--- config.mk ---
export PLATFORM = sky130hd
export DESIGN_NAME = fetch_queue_flat
export DESIGN_NICKNAME = d
export VERILOG_FILES = /design/src/rtl/fetch_queue_if.sv /design/src/rtl/fetch_queue.sv /design/src/flat_wrapper.sv
export SDC_FILE = /design/constraint.sdc
export NUM_CORES = 1
export LEC_CHECK = 0
export ABC_AREA = 1
export BUFFER_PORTS_ARGS = -buffer_cell sky130_fd_sc_hd__buf_2
export CORE_UTILIZATION = 45
export CTS_BUF_LIST = sky130_fd_sc_hd__clkbuf_8
export DETAILED_ROUTE_END_ITERATION = 16
export PLACE_DENSITY = 0.61
export SLEW_MARGIN = 15
export SYNTH_ARGS = -nofsm -noshare
export SYNTH_HDL_FRONTEND = slang
export SYNTH_SLANG_ARGS = --single-unit
--- constraint.sdc ---
create_clock -name clk -period 7.4 [get_ports clk]
set_input_delay 1.48 -clock clk [delete_from_list [all_inputs] [get_ports clk]]
set_output_delay 1.48 -clock clk [all_outputs]
set_load 0.03 [all_outputs]
--- src/rtl/fetch_queue_if.sv ---
// fetch_queue_if: handshake bundle between the fetch stage, the fetch queue and decode.
// The master side is the fetch stage/decode environment; the slave side is the queue.
// XLEN normally comes from general_defines; the fallback keeps this file standalone.

`ifndef XLEN
`define XLEN 32
`endif

interface fetch_queue_if #(
    parameter int DEPTH = 8,
    parameter int ILEN  = 32
);
    logic                         in_valid;
    logic [`XLEN-1:0]             in_pc;
    logic [ILEN-1:0]              in_instr;
    logic                         fetch_stall;
    logic                         flush;
    logic                         out_valid;
    logic [`XLEN-1:0]             out_pc;
    logic [ILEN-1:0]              out_instr;
    logic                         out_ready;
    logic [$clog2(DEPTH+1)-1:0]   count;
    logic                         overflow;

    modport master (
        output in_valid, in_pc, in_instr, flush, out_ready,
        input  fetch_stall, out_valid, out_pc, out_instr, count, overflow
    );

    modport slave (
        input  in_valid, in_pc, in_instr, flush, out_ready,
        output fetch_stall, out_valid, out_pc, out_instr, count, overflow
    );
endinterface

--- src/rtl/fetch_queue.sv ---
// fetch_queue: circular buffer of {pc, instr} pairs between fetch and decode.
// Raises fetch_stall when only SKID free slots remain, drops (and flags) entries
// that arrive when full, and empties on flush.
// Optional build macro FETCH_QUEUE_BYPASS_EN: when empty, an arriving entry is
// presented to decode in the same cycle (and consumed without a write if taken).

`ifndef XLEN
`define XLEN 32
`endif

module fetch_queue #(
    parameter int DEPTH = 8,
    parameter int ILEN  = 32,
    parameter int SKID  = 1
) (
    input logic         clk,
    input logic         rst,
    fetch_queue_if.slave fq
);
    localparam int PW = $clog2(DEPTH);
    localparam int CW = $clog2(DEPTH + 1);
    localparam logic [CW-1:0] FULL_COUNT  = CW'(DEPTH);
    localparam logic [CW-1:0] STALL_COUNT = CW'(DEPTH - SKID);

    logic [`XLEN-1:0] pc_mem    [DEPTH];
    logic [ILEN-1:0]  instr_mem [DEPTH];

    logic [PW-1:0] rd_ptr;
    logic [PW-1:0] wr_ptr;
    logic [CW-1:0] count_q;
    logic          overflow_q;

    logic queue_valid;
    logic pop;
    logic push;
    logic drop;
    logic bypass_take;

    assign queue_valid = (count_q != '0);

`ifdef FETCH_QUEUE_BYPASS_EN
    logic bypass_hit;
    assign bypass_hit    = !queue_valid && fq.in_valid && !fq.flush;
    assign bypass_take   = bypass_hit && fq.out_ready;
    assign fq.out_valid  = queue_valid || bypass_hit;
    assign fq.out_pc     = bypass_hit ? fq.in_pc    : pc_mem[rd_ptr];
    assign fq.out_instr  = bypass_hit ? fq.in_instr : instr_mem[rd_ptr];
`else
    assign bypass_take   = 1'b0;
    assign fq.out_valid  = queue_valid;
    assign fq.out_pc     = pc_mem[rd_ptr];
    assign fq.out_instr  = instr_mem[rd_ptr];
`endif

    // A bypassed entry never touches storage, so it is excluded from push and drop.
    assign pop  = queue_valid && fq.out_ready && !fq.flush;
    assign push = fq.in_valid && !fq.flush && !bypass_take && ((count_q < FULL_COUNT) || pop);
    assign drop = fq.in_valid && !fq.flush && !bypass_take && !push;

    assign fq.fetch_stall = (count_q >= STALL_COUNT);
    assign fq.count       = count_q;
    assign fq.overflow    = overflow_q;

    // Storage write at the tail; contents need no reset.
    always_ff @(posedge clk) begin
        if (push) begin
            pc_mem[wr_ptr]    <= fq.in_pc;
            instr_mem[wr_ptr] <= fq.in_instr;
        end
    end

    // Pointer, occupancy and sticky overflow bookkeeping; rst beats flush beats push/pop.
    always_ff @(posedge clk) begin
        if (rst) begin
            rd_ptr     <= '0;
            wr_ptr     <= '0;
            count_q    <= '0;
            overflow_q <= 1'b0;
        end else if (fq.flush) begin
            rd_ptr     <= '0;
            wr_ptr     <= '0;
            count_q    <= '0;
        end else begin
            if (push) begin
                wr_ptr <= wr_ptr + PW'(1);
            end
            if (pop) begin
                rd_ptr <= rd_ptr + PW'(1);
            end
            count_q <= count_q + CW'(push) - CW'(pop);
            if (drop) begin
                overflow_q <= 1'b1;
            end
        end
    end
endmodule

--- src/flat_wrapper.sv ---
// flat-port wrapper written by rule: the top's interface ports become plain ports
module fetch_queue_flat 
#(
    parameter int DEPTH = 8,
    parameter int ILEN  = 32,
    parameter int SKID  = 1
)
  (clk, rst, fq_in_valid, fq_in_pc, fq_in_instr, fq_flush, fq_out_ready, fq_fetch_stall, fq_out_valid, fq_out_pc, fq_out_instr, fq_count, fq_overflow);
  fetch_queue_if #(.DEPTH(DEPTH), .ILEN(ILEN)) fq_i ();
  input logic clk;
  input logic rst;
  input wire logic [$bits(fq_i.in_valid)-1:0] fq_in_valid;
  input wire logic [$bits(fq_i.in_pc)-1:0] fq_in_pc;
  input wire logic [$bits(fq_i.in_instr)-1:0] fq_in_instr;
  input wire logic [$bits(fq_i.flush)-1:0] fq_flush;
  input wire logic [$bits(fq_i.out_ready)-1:0] fq_out_ready;
  output wire logic [$bits(fq_i.fetch_stall)-1:0] fq_fetch_stall;
  output wire logic [$bits(fq_i.out_valid)-1:0] fq_out_valid;
  output wire logic [$bits(fq_i.out_pc)-1:0] fq_out_pc;
  output wire logic [$bits(fq_i.out_instr)-1:0] fq_out_instr;
  output wire logic [$bits(fq_i.count)-1:0] fq_count;
  output wire logic [$bits(fq_i.overflow)-1:0] fq_overflow;
  assign fq_i.in_valid = fq_in_valid;
  assign fq_i.in_pc = fq_in_pc;
  assign fq_i.in_instr = fq_in_instr;
  assign fq_i.flush = fq_flush;
  assign fq_i.out_ready = fq_out_ready;
  assign fq_fetch_stall = fq_i.fetch_stall;
  assign fq_out_valid = fq_i.out_valid;
  assign fq_out_pc = fq_i.out_pc;
  assign fq_out_instr = fq_i.out_instr;
  assign fq_count = fq_i.count;
  assign fq_overflow = fq_i.overflow;
  fetch_queue #(.DEPTH(DEPTH), .ILEN(ILEN), .SKID(SKID)) u_core (.clk(clk), .rst(rst), .fq(fq_i));
endmodule
==> results by group, run 1 <==
Synth
  – Adder-cell share of the synthesized area: 0.00585
  – Total standard cell area after synthesis: 20500 um^2
  – Cell accounting for the most synthesized area: sky130_fd_sc_hd__edfxtp_1
  – Seq/Total Area, Yosys: 0.763
  – Mapped Nets: 1625
  – Fraction of synthesized cell area taken by the top area cell type: 0.749
  – Simple logic cell fraction of the synthesized area: 0.0955
  – Library cells used by synthesis: 25
  – Number of synthesized register bits: 526
  – Mux cell area share after synthesis: 0
  – Synth warnings: 0
  – Main combinational cell family by area after synthesis: compound AO/OA/AOI/OAI gates
  – Synth area leaders: sky130_fd_sc_hd__edfxtp_1 (75%), sky130_fd_sc_hd__nor2_1 (4.4%), sky130_fd_sc_hd__o22ai_1 (3.9%)
  – Post-synthesis area per instance: between 10 and 15 um^2
  – Share of the synthesized netlist area taken by xor and xnor gates: 0.000854
  – Synthesized netlist cell count: roughly 1500
  – Synthesized-area fraction occupied by ao, oa, aoi and oai cells: 0.104

Power
  – Combinational power share: 0.053
  – Power density cells: approximately 250 nW/um^2
  – Net switching power: 1.35 mW
  – Static leakage: 8.18 nW
  – Maximum vdd ir drop: 0.000153 V
  – Overall power of the completed layout: 5.91 mW
  – Switching share of total power: 0.229
  – Internal Pwr Total: 4.56 mW
  – Share of power burned in registers: 0.560
  – Clock network power share: 0.387

Critical path
  – Beginning of the worst register-to-register path: u_core.fq.count[3]$_SDFF_PP0_
  – Launching element type of the critical path: flip-flop
  – Slack of the worst reg-to-reg path: 4.04 ns
  – Path type of the worst setup path: flip-flop to primary output
  – Data arrival, critical path: 3.52 ns
  – Endpoint of the worst-slack reg-to-reg timing path: u_core.instr_mem[3][1]$_DFFE_PP_
  – Worst Setup End Kind: primary output
  – Register-to-Register Path Depth: 8
  – Largest fanout on the critical path: 124
  – Termination of the worst setup path: fq_out_pc[31]
  – Worst endpoint required time: 5.92 ns

Finish
  – Commonest cells after routing, fill and taps aside: sky130_fd_sc_hd__edfxtp_1 (512), sky130_fd_sc_hd__nor2_1 (233), sky130_fd_sc_hd__nand2_1 (209)
  – Leading cell type in the layout, fill and taps excluded: sky130_fd_sc_hd__edfxtp_1
  – Post-route non-filler standard cell count: 2356
  – Proportion of layout cells with a drive suffix above 1: 0.178
  – Total number of nets in the final design: approximately 1800
  – Area growth from synthesis to layout: 13.3%
  – Final core occ: 0.521

Run status
  – Result of the run: finished clean

Route
  – TritonRoute pass-1 iters: 5
  – Vias per std cell: between 5 and 6
  – Post-route DRC violation count: 0
  – DRT Wirelength: 47.0 mm
  – Initial DRC Count: 1023
  – Antenna viol nets, final: 0
  – DR WL/cell: between 15 and 20 um
  – Total vias in the final route: between 10000 and 15000

Clock network
  – H-tree Lvls: 3
  – Inserted Clock Buffers: 87
  – Sinks on Clock Net: roughly 530
  – Clock tree from TritonCTS: done
  – CTS-repair resized insts: 0
  – Number of buffers added for setup after CTS: 0
  – Clock latency at the later pin of the worst-skew pair: 0.63 ns
  – Root buffer cell: sky130_fd_sc_hd__clkbuf_8
  – CTS Buffer Depth: 3
  – Clock transition at the registers of the reported paths: 0.05 ns
  – Post-cts hold buffer count: 0

Floorplanning
  – Area enclosed by the die boundary: between 40000 and 50000 um^2
  – Count of pins on the block boundary: 140
  – Die Y-Extent: 216 um
  – Number of placement rows: 77
  – Effective utilization at floorplan: 0.460
  – CORE AREA: 44600 um^2
  – Die X-Extent: 216 um

Global routing
  – Pin count of the biggest net entering global routing: 125
  – First-pass GRT wire length: 71.2 mm
  – Number of antenna violations at the first check in global routing: 4
  – Via count of the first global-routing pass: 12462
  – All-Layer GR Usage: 0.200
  – GR Overflow Total: 0

Timing
  – RSZ-0062 raised after global routing: no
  – Total negative setup slack: 0 ns
  – Final Skew: 0.0183 ns
  – Maximum frequency from static timing analysis: between 150 and 200 MHz
  – Number of pins with negative max-slew slack in the final report: 0
  – Actual slew at the worst max-slew pin: 1.15 ns
  – Number of hold-slack violations in the final timing report: 0
  – Remaining max-slew budget at the tightest pin: 0.231
  – Final min period: 5.00 ns
  – Period utilization: 0.676
  – Setup violations, final: 0

Job
  – Number of maximum-capacitance violations: 0

Placed design
  – Final HPWL from detailed placement: approximately 24 mm
  – Count of input and output buffers: 139
  – Cells after DPL: about 2200
  – Placer Congestion: 0.753

Hold path
  – Worst hold path stage count: 2
  – Worst hold path type: flip-flop to flip-flop
==> stage by stage <==
stage | setup slack [ns] | hold slack (ns) | area (um^2)
floorplan | 2.16 | 0.448 | 20500
global placement | 2.99 | 0.434 | 21600
detailed placement | 2.90 | 0.451 | 21600
CTS | 2.35 | 0.460 | 23200
global route | 2.11 | 0.487 | 23200
finish | 2.40 | 0.454 | 23200
==> state kept, by name (all words and copies together) (netlist names), named ones only <==
name and flops:
u_core.wr_ptr 3, u_core.pc_mem 256, u_core.fq.count 4, u_core.fq.overflow 1
u_core.instr_mem 256, u_core.rd_ptr 3
==> Yosys cell counts <==
master                     count
sky130_fd_sc_hd__a21oi_1       6
sky130_fd_sc_hd__buf_1         3
sky130_fd_sc_hd__buf_12        5
sky130_fd_sc_hd__buf_2        45
sky130_fd_sc_hd__buf_4         1
sky130_fd_sc_hd__buf_6         3
sky130_fd_sc_hd__buf_8         1
sky130_fd_sc_hd__clkbuf_1     38
sky130_fd_sc_hd__clkbuf_4      1
sky130_fd_sc_hd__dfxtp_1      14
sky130_fd_sc_hd__edfxtp_1    512
sky130_fd_sc_hd__fa_1          1
sky130_fd_sc_hd__ha_1          8
sky130_fd_sc_hd__inv_1        20
sky130_fd_sc_hd__inv_2         4
sky130_fd_sc_hd__inv_4         1
sky130_fd_sc_hd__nand2_1     209
sky130_fd_sc_hd__nand3_1       5
sky130_fd_sc_hd__nand3b_1      1
sky130_fd_sc_hd__nor2_1      241
sky130_fd_sc_hd__nor2_2       38
sky130_fd_sc_hd__o21ai_0     148
sky130_fd_sc_hd__o21ai_1     112
sky130_fd_sc_hd__o22ai_1     128
sky130_fd_sc_hd__xor2_1        2
==> power groups by stage <==
stage,Combinational [mW],Clock [mW],Sequential (mW)
after floorplan,0.187,0,3.38
after global placement,0.312,0,3.37
after detailed placement,0.316,0,3.37
after CTS,0.317,2.34,3.31
after global routing,0.343,2.46,3.31
final,0.313,2.29,3.31
==> worst min-delay path by stage <==
stage,start,endpoint
after global placement,u_core.fq.overflow$_SDFFE_PP0P_,u_core.fq.overflow$_SDFFE_PP0P_
after CTS,u_core.fq.overflow$_SDFFE_PP0P_,u_core.fq.overflow$_SDFFE_PP0P_
after detailed placement,u_core.fq.overflow$_SDFFE_PP0P_,u_core.fq.overflow$_SDFFE_PP0P_
after global routing,u_core.fq.overflow$_SDFFE_PP0P_,u_core.fq.overflow$_SDFFE_PP0P_
after floorplan,u_core.rd_ptr[0]$_SDFFE_PP0P_,flip-flop
final,u_core.fq.overflow$_SDFFE_PP0P_,u_core.fq.overflow$_SDFFE_PP0P_
==> routing by layer <==
metal / GRT usage / share of wire
met5: 0 / 0.00047
met4: 0.0584 / 0.016
met3: 0.0443 / 0.066
met2: 0.319 / 0.47
met1: 0.275 / 0.44
==> cell families (layout without fill, tap and decap cells) <==
group | after synthesis | count (layout)
buffers and inverters | 122 | 337
flip-flops | 526 | 526
AO/OA/AOI/OAI | 394 | 394
adder cells (fa/ha/maj) | 9 | 9
XOR/XNOR | 2 | 2
other | 0 | 2
AND/OR/NAND/NOR | 494 | 494
==> layout make-up <==
class / count / area, um^2
clock buffer: 88 / 1210
timing repair buffer: 159 / 898
clock inverter: 65 / 335
antenna: 2 / 5.00
inverter: 25 / 104
fill: 3752 / 21400
multi-input combinational: 899 / 4290
sequential: 526 / 15700
tap: 592 / 741
==> worst max-delay path: stages, from the launching register on <==
cell and delay (ns):
sky130_fd_sc_hd__dfxtp_4 0.59, sky130_fd_sc_hd__inv_8 0.66, sky130_fd_sc_hd__buf_4 0.76, sky130_fd_sc_hd__o21ai_0 0.18
sky130_fd_sc_hd__o22ai_1 0.16, sky130_fd_sc_hd__nand2_1 0.06, sky130_fd_sc_hd__nand2_1 0.15, sky130_fd_sc_hd__buf_2 0.22
No activity file was read; power rests on OpenSTA's default activity.
==> run 2, diff against run 1 <==
- clock period: 7.4 -> 4.8 ns (I/O delays scaled with it)
==> run 2 against run 1 <==
  * Register-to-register slack worse by 2.1 ns
  * Core utilization about the same
  * Critical endpoint is now fq_out_instr[11]
  * Hold slack better by 0.014 ns
  * Highest routed layer unchanged
  * Combinational power grew 55%
  * Largest cell class unchanged
  * Non-clock buffer count grew 1
  * Clock-buffer cell count is 2 higher
  * Critical path type unchanged
  * Sequential power up 54%
  * Routed wire length grew 1.9%
  * Global-route usage rose by 0.69 points
  * Cell count shrank 0.13%
  * Sequential cell count stayed put
==> results by group, run 2 (synthesis gave the netlist of run 1 again) <==
Timing
  – Setup violations, final: 0
  – Setup slack after layout: 0.835 ns
  – Number of hold-slack violations in the final timing report: 0
  – Number of pins with negative max-slew slack in the final report: 0
  – Worst hold slack: about 0.47 ns
  – Final Skew: roughly 0.025 ns
  – Remaining max-slew budget at the tightest pin: 0.251
  – Maximum frequency from static timing analysis: 252 MHz
  – Final min period: roughly 4.0 ns
  – Total negative setup slack: 0 ns
  – RSZ-0062 raised after global routing: no
  – Period utilization: 0.826
  – Actual slew at the worst max-slew pin: 1.12 ns

Finish
  – Final-layout fill cell count: between 3000 and 4000
  – Total number of nets in the final design: between 1500 and 2000
  – Commonest cells after routing, fill and taps aside: sky130_fd_sc_hd__edfxtp_1 (512), sky130_fd_sc_hd__nor2_1 (233), sky130_fd_sc_hd__nand2_1 (209)
  – Area growth from synthesis to layout: 13.3%
  – Proportion of layout cells with a drive suffix above 1: 0.179
  – Leading cell type in the layout, fill and taps excluded: sky130_fd_sc_hd__edfxtp_1
  – Final core occ: 0.521

Power
  – Switching share of total power: 0.228
  – Power density cells: 387 nW/um^2
  – Internal Pwr Total: just under 7 mW
  – Clock network power share: 0.378
  – Static leakage: 8.17 nW
  – Overall power of the completed layout: 8.99 mW
  – Net switching power: 2.05 mW
  – Share of power burned in registers: 0.568
  – Maximum vdd ir drop: around 0.00020 V
  – Combinational power share: 0.054

Critical path
  – Path type of the worst setup path: flip-flop to primary output
  – Cell with the largest stage delay on the worst path: sky130_fd_sc_hd__buf_4
  – Category of cells accounting for the largest share of critical-path delay: buffers and inverters
  – CP dominant cell by count: sky130_fd_sc_hd__nand2_1
  – Buffers & Inverters on Critical Path: 2
  – Largest fanout on the critical path: 94
  – Data arrival, critical path: 3.00 ns
  – Crit-path cells: buf_4, o21ai_0, o22ai_1, nand2_1, nand2_1, buf_2
  – Maximum cell stage delay along the critical path: approximately 0.85 ns
  – Worst endpoint required time: about 3.8 ns
  – Worst Setup End Kind: primary output
  – Launching element type of the critical path: flip-flop

Placed design
  – Count of input and output buffers: 139
  – Placer Congestion: about 0.75
  – Setup Slack @ Placement: about 1.5 ns
  – Final HPWL from detailed placement: 23.6 mm

Clock network
  – Number of buffers added for setup after CTS: 0
  – Post-cts hold buffer count: 0
  – Clock latency at the later pin of the worst-skew pair: 0.64 ns
  – H-tree Lvls: 3
  – Root buffer cell: sky130_fd_sc_hd__clkbuf_8
  – Sinks on Clock Net: approximately 530
  – Clock transition at the registers of the reported paths: approximately 0.060 ns
  – CTS Buffer Depth: 3
  – Clock tree from TritonCTS: done
  – CTS-repair resized insts: 0
  – Inserted Clock Buffers: 86

Global routing
  – Met2 Use GR: 0.334
  – Met3 Use GR: 0.0386
  – All-Layer GR Usage: 0.207
  – First-pass GRT wire length: 73.6 mm
  – Most crowded layer after global routing: met2
  – GR Layer Usage met1: 0.284
  – Pin count of the biggest net entering global routing: 139
  – Number of antenna violations at the first check in global routing: 2
  – GR Overflow Total: 0
  – Via count of the first global-routing pass: 12646

Hold path
  – Worst hold path type: flip-flop to flip-flop

Route
  – DRT Wirelength: 47.9 mm
  – Vias per std cell: ~5.4
  – Antenna viol nets, final: 0
  – Post-route DRC violation count: 0
  – Total vias in the final route: 12646
  – Initial DRC Count: 1110
  – DR WL/cell: 20.4 um
  – TritonRoute pass-1 iters: 5

Floorplanning
  – Die X-Extent: roughly 220 um
  – Effective utilization at floorplan: 0.460
  – Die Y-Extent: 216 um
  – Number of placement rows: 77
  – Count of pins on the block boundary: 140
  – CORE AREA: between 40000 and 50000 um^2
  – Area enclosed by the die boundary: 46500 um^2

Job
  – Number of maximum-capacitance violations: 0

Run status
  – Result of the run: finished clean
-- run 2: worst register-to-register path, stage by stage, from the launching register on --
cell,delay (ns)
sky130_fd_sc_hd__dfxtp_1,0.39
sky130_fd_sc_hd__inv_1,0.10
sky130_fd_sc_hd__ha_1,0.19
sky130_fd_sc_hd__nand2_1,0.08
sky130_fd_sc_hd__nand2_1,0.14
sky130_fd_sc_hd__nand2_1,0.16
sky130_fd_sc_hd__nand2_1,0.10
sky130_fd_sc_hd__inv_2,0.09
sky130_fd_sc_hd__nand2_1,0.22
sky130_fd_sc_hd__nor2_4,0.55
sky130_fd_sc_hd__buf_12,0.40
-- run 2: metal layers --
| layer | part of all wire | wire (um) |
|---|---|---|
| met1 | 0.44 | 21200 |
| met2 | 0.48 | 23000 |
| met3 | 0.057 | 2730 |
| met4 | 0.020 | 939 |
| met5 | 0.00027 | 13 |
-- run 2: power by group through the flow --
stage | clock, mW | sequential [mW] | combinational, mW
global placement | 0 | 5.20 | 0.480
global route | 3.68 | 5.11 | 0.533
finish | 3.40 | 5.11 | 0.486
detailed placement | 0 | 5.20 | 0.490
floorplan | 0 | 5.21 | 0.289
CTS | 3.48 | 5.11 | 0.492
-- run 2: area by class of cell --
cell class	instances	area, um^2	share of cell area
timing repair buffer	160	966	0.0415
clock buffer	90	1240	0.0533
clock inverter	59	244	0.0105
sequential	526	15700	0.674
multi-input combinational	899	4290	0.184
tap	592	741	0.0319
antenna	2	5.00	0.000215
inverter	25	106	0.00457
-- run 2: path summary, 6_finish.rpt --
path,startpoint,to,slack [ns],cells after the start
setup / recovery,flip-flop,fq_out_instr[11],0.84,6
hold / removal,u_core.fq.overflow$_SDFFE_PP0P_,u_core.fq.overflow$_SDFFE_PP0P_,0.47,2
setup reg to reg,u_core.fq.count[3]$_SDFF_PP0_,u_core.instr_mem[6][13]$_DFFE_PP_,1.97,10
hold reg to reg,u_core.fq.overflow$_SDFFE_PP0P_,u_core.fq.overflow$_SDFFE_PP0P_,0.47,2
-- run 2: through the flow --
step / instance area [um^2] / std cells
after floorplan: 20500 / 1547
after global placement: 21800 / 2202
after detailed placement: 21800 / 2202
after CTS: 23200 / 2351
after global routing: 23200 / 2351
final: 23300 / 2353
==> run 3, diff against run 2 <==
- ABC_AREA: 1 -> 0
- clock period: 4.8 -> 3.67 ns (I/O delays scaled with it)
==> run 3 against run 2 <==
  * Sequential share of layout area barely moved
  * Synthesized cell count shrank 46%
  * Clock power rose by 29%
  * Critical endpoint is now fq_out_pc[26]
  * First-iteration DRC count shrank 56%
  * Global-route usage decreased by 2.9 points
==> results by group, run 3 <==
Timing
  – Actual slew at the worst max-slew pin: 0.866 ns
  – Final Skew: around 0.027 ns
  – Number of hold-slack violations in the final timing report: 0
  – Remaining max-slew budget at the tightest pin: 0.422
  – RSZ-0062 raised after global routing: no
  – Maximum frequency from static timing analysis: 291 MHz
  – Number of pins with negative max-slew slack in the final report: 0
  – Final min period: 3.43 ns
  – Setup violations, final: 0
  – Period utilization: 0.935

Floorplanning
  – Count of pins on the block boundary: 140
  – Area enclosed by the die boundary: 45300 um^2
  – CORE AREA: 43500 um^2
  – Number of placement rows: 76
  – Effective utilization at floorplan: 0.461
  – Die X-Extent: 213 um
  – Die Y-Extent: 213 um

Route
  – Antenna viol nets, final: 0
  – Initial DRC Count: 493
  – Vias per std cell: 5.36
  – Total vias in the final route: between 9000 and 10000
  – TritonRoute pass-1 iters: 5
  – DR WL/cell: between 20 and 25 um
  – DRT Wirelength: around 40 mm
  – Post-route DRC violation count: 0

Placed design
  – Final HPWL from detailed placement: 20.4 mm
  – Placed standard-cell area: 21800 um^2
  – Placer Congestion: ~0.70
  – Count of input and output buffers: ~140

Clock network
  – Inserted Clock Buffers: 85
  – Clock transition at the registers of the reported paths: 0.06 ns
  – Number of buffers added for setup after CTS: 0
  – H-tree Lvls: 3
  – CTS-repair resized insts: 0
  – CTS Buffer Depth: 3
  – Sinks on Clock Net: between 500 and 600
  – Clock latency at the later pin of the worst-skew pair: 0.64 ns
  – Clock tree from TritonCTS: done
  – Post-cts hold buffer count: 0
  – Root buffer cell: sky130_fd_sc_hd__clkbuf_8

Hold path
  – Worst hold start: rst
  – Worst hold endpoint: u_core.fq.overflow$_SDFFE_PP0P_
  – Worst hold path type: input pin to flip-flop
  – Worst hold path stage count: 2

Synth
  – Dominant synthesized flop cell: sky130_fd_sc_hd__edfxtp_1
  – Synthesized-area fraction occupied by ao, oa, aoi and oai cells: 0.00431
  – Adder-cell share of the synthesized area: 0.00600
  – Synth warnings: 0
  – Synthesized netlist cell count: 831
  – Mapped Nets: 909
  – Fraction of synthesized cell area taken by the top area cell type: 0.768
  – Library cells used by synthesis: 39
  – Mux cell area share after synthesis: 0.182
  – Synth area leaders: sky130_fd_sc_hd__edfxtp_1 (77%), sky130_fd_sc_hd__mux4_2 (14%), sky130_fd_sc_hd__mux2_2 (3.6%)
  – Main combinational cell family by area after synthesis: multiplexers
  – Simple logic cell fraction of the synthesized area: 0.0112
  – Seq/Total Area, Yosys: 0.782
  – Most frequent cells after synthesis: sky130_fd_sc_hd__edfxtp_1 (512), sky130_fd_sc_hd__mux4_2 (128), sky130_fd_sc_hd__mux2_2 (64)
  – Dominant cell by count in the synthesized netlist: sky130_fd_sc_hd__edfxtp_1
  – Number of synthesized register bits: 526
  – Share of the synthesized netlist area taken by xor and xnor gates: 0.000437
  – EDFF count, synth: 512
  – Cell accounting for the most synthesized area: sky130_fd_sc_hd__edfxtp_1
  – Share of async-settable or async-resettable flops after synthesis: 0
  – Total standard cell area after synthesis: 20000 um^2
  – Post-synthesis area per instance: 24.1 um^2

Critical path
  – Endpoint of the worst-slack reg-to-reg timing path: u_core.instr_mem[5][7]$_DFFE_PP_
  – Category of cells accounting for the largest share of critical-path delay: multiplexers
  – Maximum cell stage delay along the critical path: around 0.68 ns
  – Beginning of the worst register-to-register path: u_core.fq.count[3]$_SDFF_PP0_
  – Path type of the worst setup path: flip-flop to primary output
  – Cell with the largest stage delay on the worst path: sky130_fd_sc_hd__dfxtp_4
  – Register-to-Register Path Depth: 6
  – Crit-path cells: buf_12, mux4_2, mux2_2, buf_2
  – Data arrival, critical path: 2.70 ns
  – Slack of the worst reg-to-reg path: 1.20 ns
  – Worst Setup End Kind: primary output
  – Buffers & Inverters on Critical Path: 2
  – Worst endpoint required time: 2.94 ns
  – Launching element type of the critical path: flip-flop
  – Largest fanout on the critical path: 26

Run status
  – Result of the run: finished clean

Global routing
  – Pin count of the biggest net entering global routing: 65
  – All-Layer GR Usage: 0.178
  – First-pass GRT wire length: 58.5 mm
  – Via count of the first global-routing pass: 9637
  – GR Overflow Total: 0
  – Number of antenna violations at the first check in global routing: 7

Finish
  – Total number of nets in the final design: 1121
  – Proportion of layout cells with a drive suffix above 1: 0.434
  – Leading cell type in the layout, fill and taps excluded: sky130_fd_sc_hd__edfxtp_1
  – Layout Cell Area excl Fill: 23300 um^2
  – Area growth from synthesis to layout: 16.2%
  – Commonest cells after routing, fill and taps aside: sky130_fd_sc_hd__edfxtp_1 (512), sky130_fd_sc_hd__buf_2 (139), sky130_fd_sc_hd__mux4_2 (128)

Power
  – Static leakage: 7.41 nW
  – Maximum vdd ir drop: roughly 0.00030 V
  – Power density cells: roughly 500 nW/um^2
  – Overall power of the completed layout: approximately 12 mW

Job
  – Number of maximum-capacitance violations: 0
[run 3: cell type report]
type                    count  area, um^2
inverters                  11        41.3
repair buffers            164        1130
fillers                  3389       20200
well taps                 585         732
clock inverters            64         292
diodes                      2        5.00
flip-flops and latches    526       15700
multi-input cells         255        4210
clock buffers              85        1170
[run 3: worst max-delay path by stage]
stage	to	cells past startpoint	from	slack [ns]
3_3_place_gp	u_core.pc_mem[5][25]$_DFFE_PP_	5	fq_flush	0.83
5_1_grt	fq_out_pc[6]	4	flip-flop	0.06
3_5_place_dp	u_core.pc_mem[5][20]$_DFFE_PP_	5	fq_flush	0.81
6_report	fq_out_pc[26]	4	flip-flop	0.24
4_1_cts	fq_out_pc[0]	4	flip-flop	0.12
2_1_floorplan	u_core.instr_mem[7][0]$_DFFE_PP_	3	fq_flush	-0.10
[run 3: cell families (layout without fill, tap and decap cells)]
logic type | after synthesis | in the layout
flops | 526 | 526
mux | 196 | 196
buf+inv | 50 | 324
simple gates | 35 | 35
compound gates | 14 | 14
fa+ha+maj | 9 | 9
xor+xnor | 1 | 1
other cells | 0 | 2
[run 3: metrics by stage]
stage	setup WS (ns)	setup TNS, ns	hold WS [ns]	instances	utilization
floorplan	-0.100	-20.44	0.455	831	-
global placement	0.835	0	0.431	1541	0.501
detailed placement	0.810	0	0.439	1541	0.501
CTS	0.124	0	0.255	1690	0.535
global route	0.0644	0	0.271	1690	0.535
finish	0.239	0	0.315	1692	0.535
[run 3: power by group]
part | internal [mW] | leakage [nW] | switching, mW
Sequential | 6.65 | 4.74 | 0.0225
Clock | 2.17 | 0.844 | 2.20
Combinational | 0.200 | 1.82 | 0.324
[run 3: layer usage]
metal  vias to the layer above  part of all wire  global-route usage  wire [um]
met5                         -            0.0019                   0         73
met4                        12             0.024              0.0640        934
met3                        83             0.053              0.0474       2060
met2                       205              0.50               0.289      19300
met1                      4792              0.43               0.231      16500
li1                       3974                 -                   -          -
[run 3: worst reg2reg max path: cells and delay by family, from the launching register on]
kind                       cells  cell delay, ns
and+or+nand+nor                2            0.95
adders and majority gates      1            0.18
DFF                            1            0.38
AOI/OAI and AO/OA              1            0.30
buffers and inverters          2            0.32
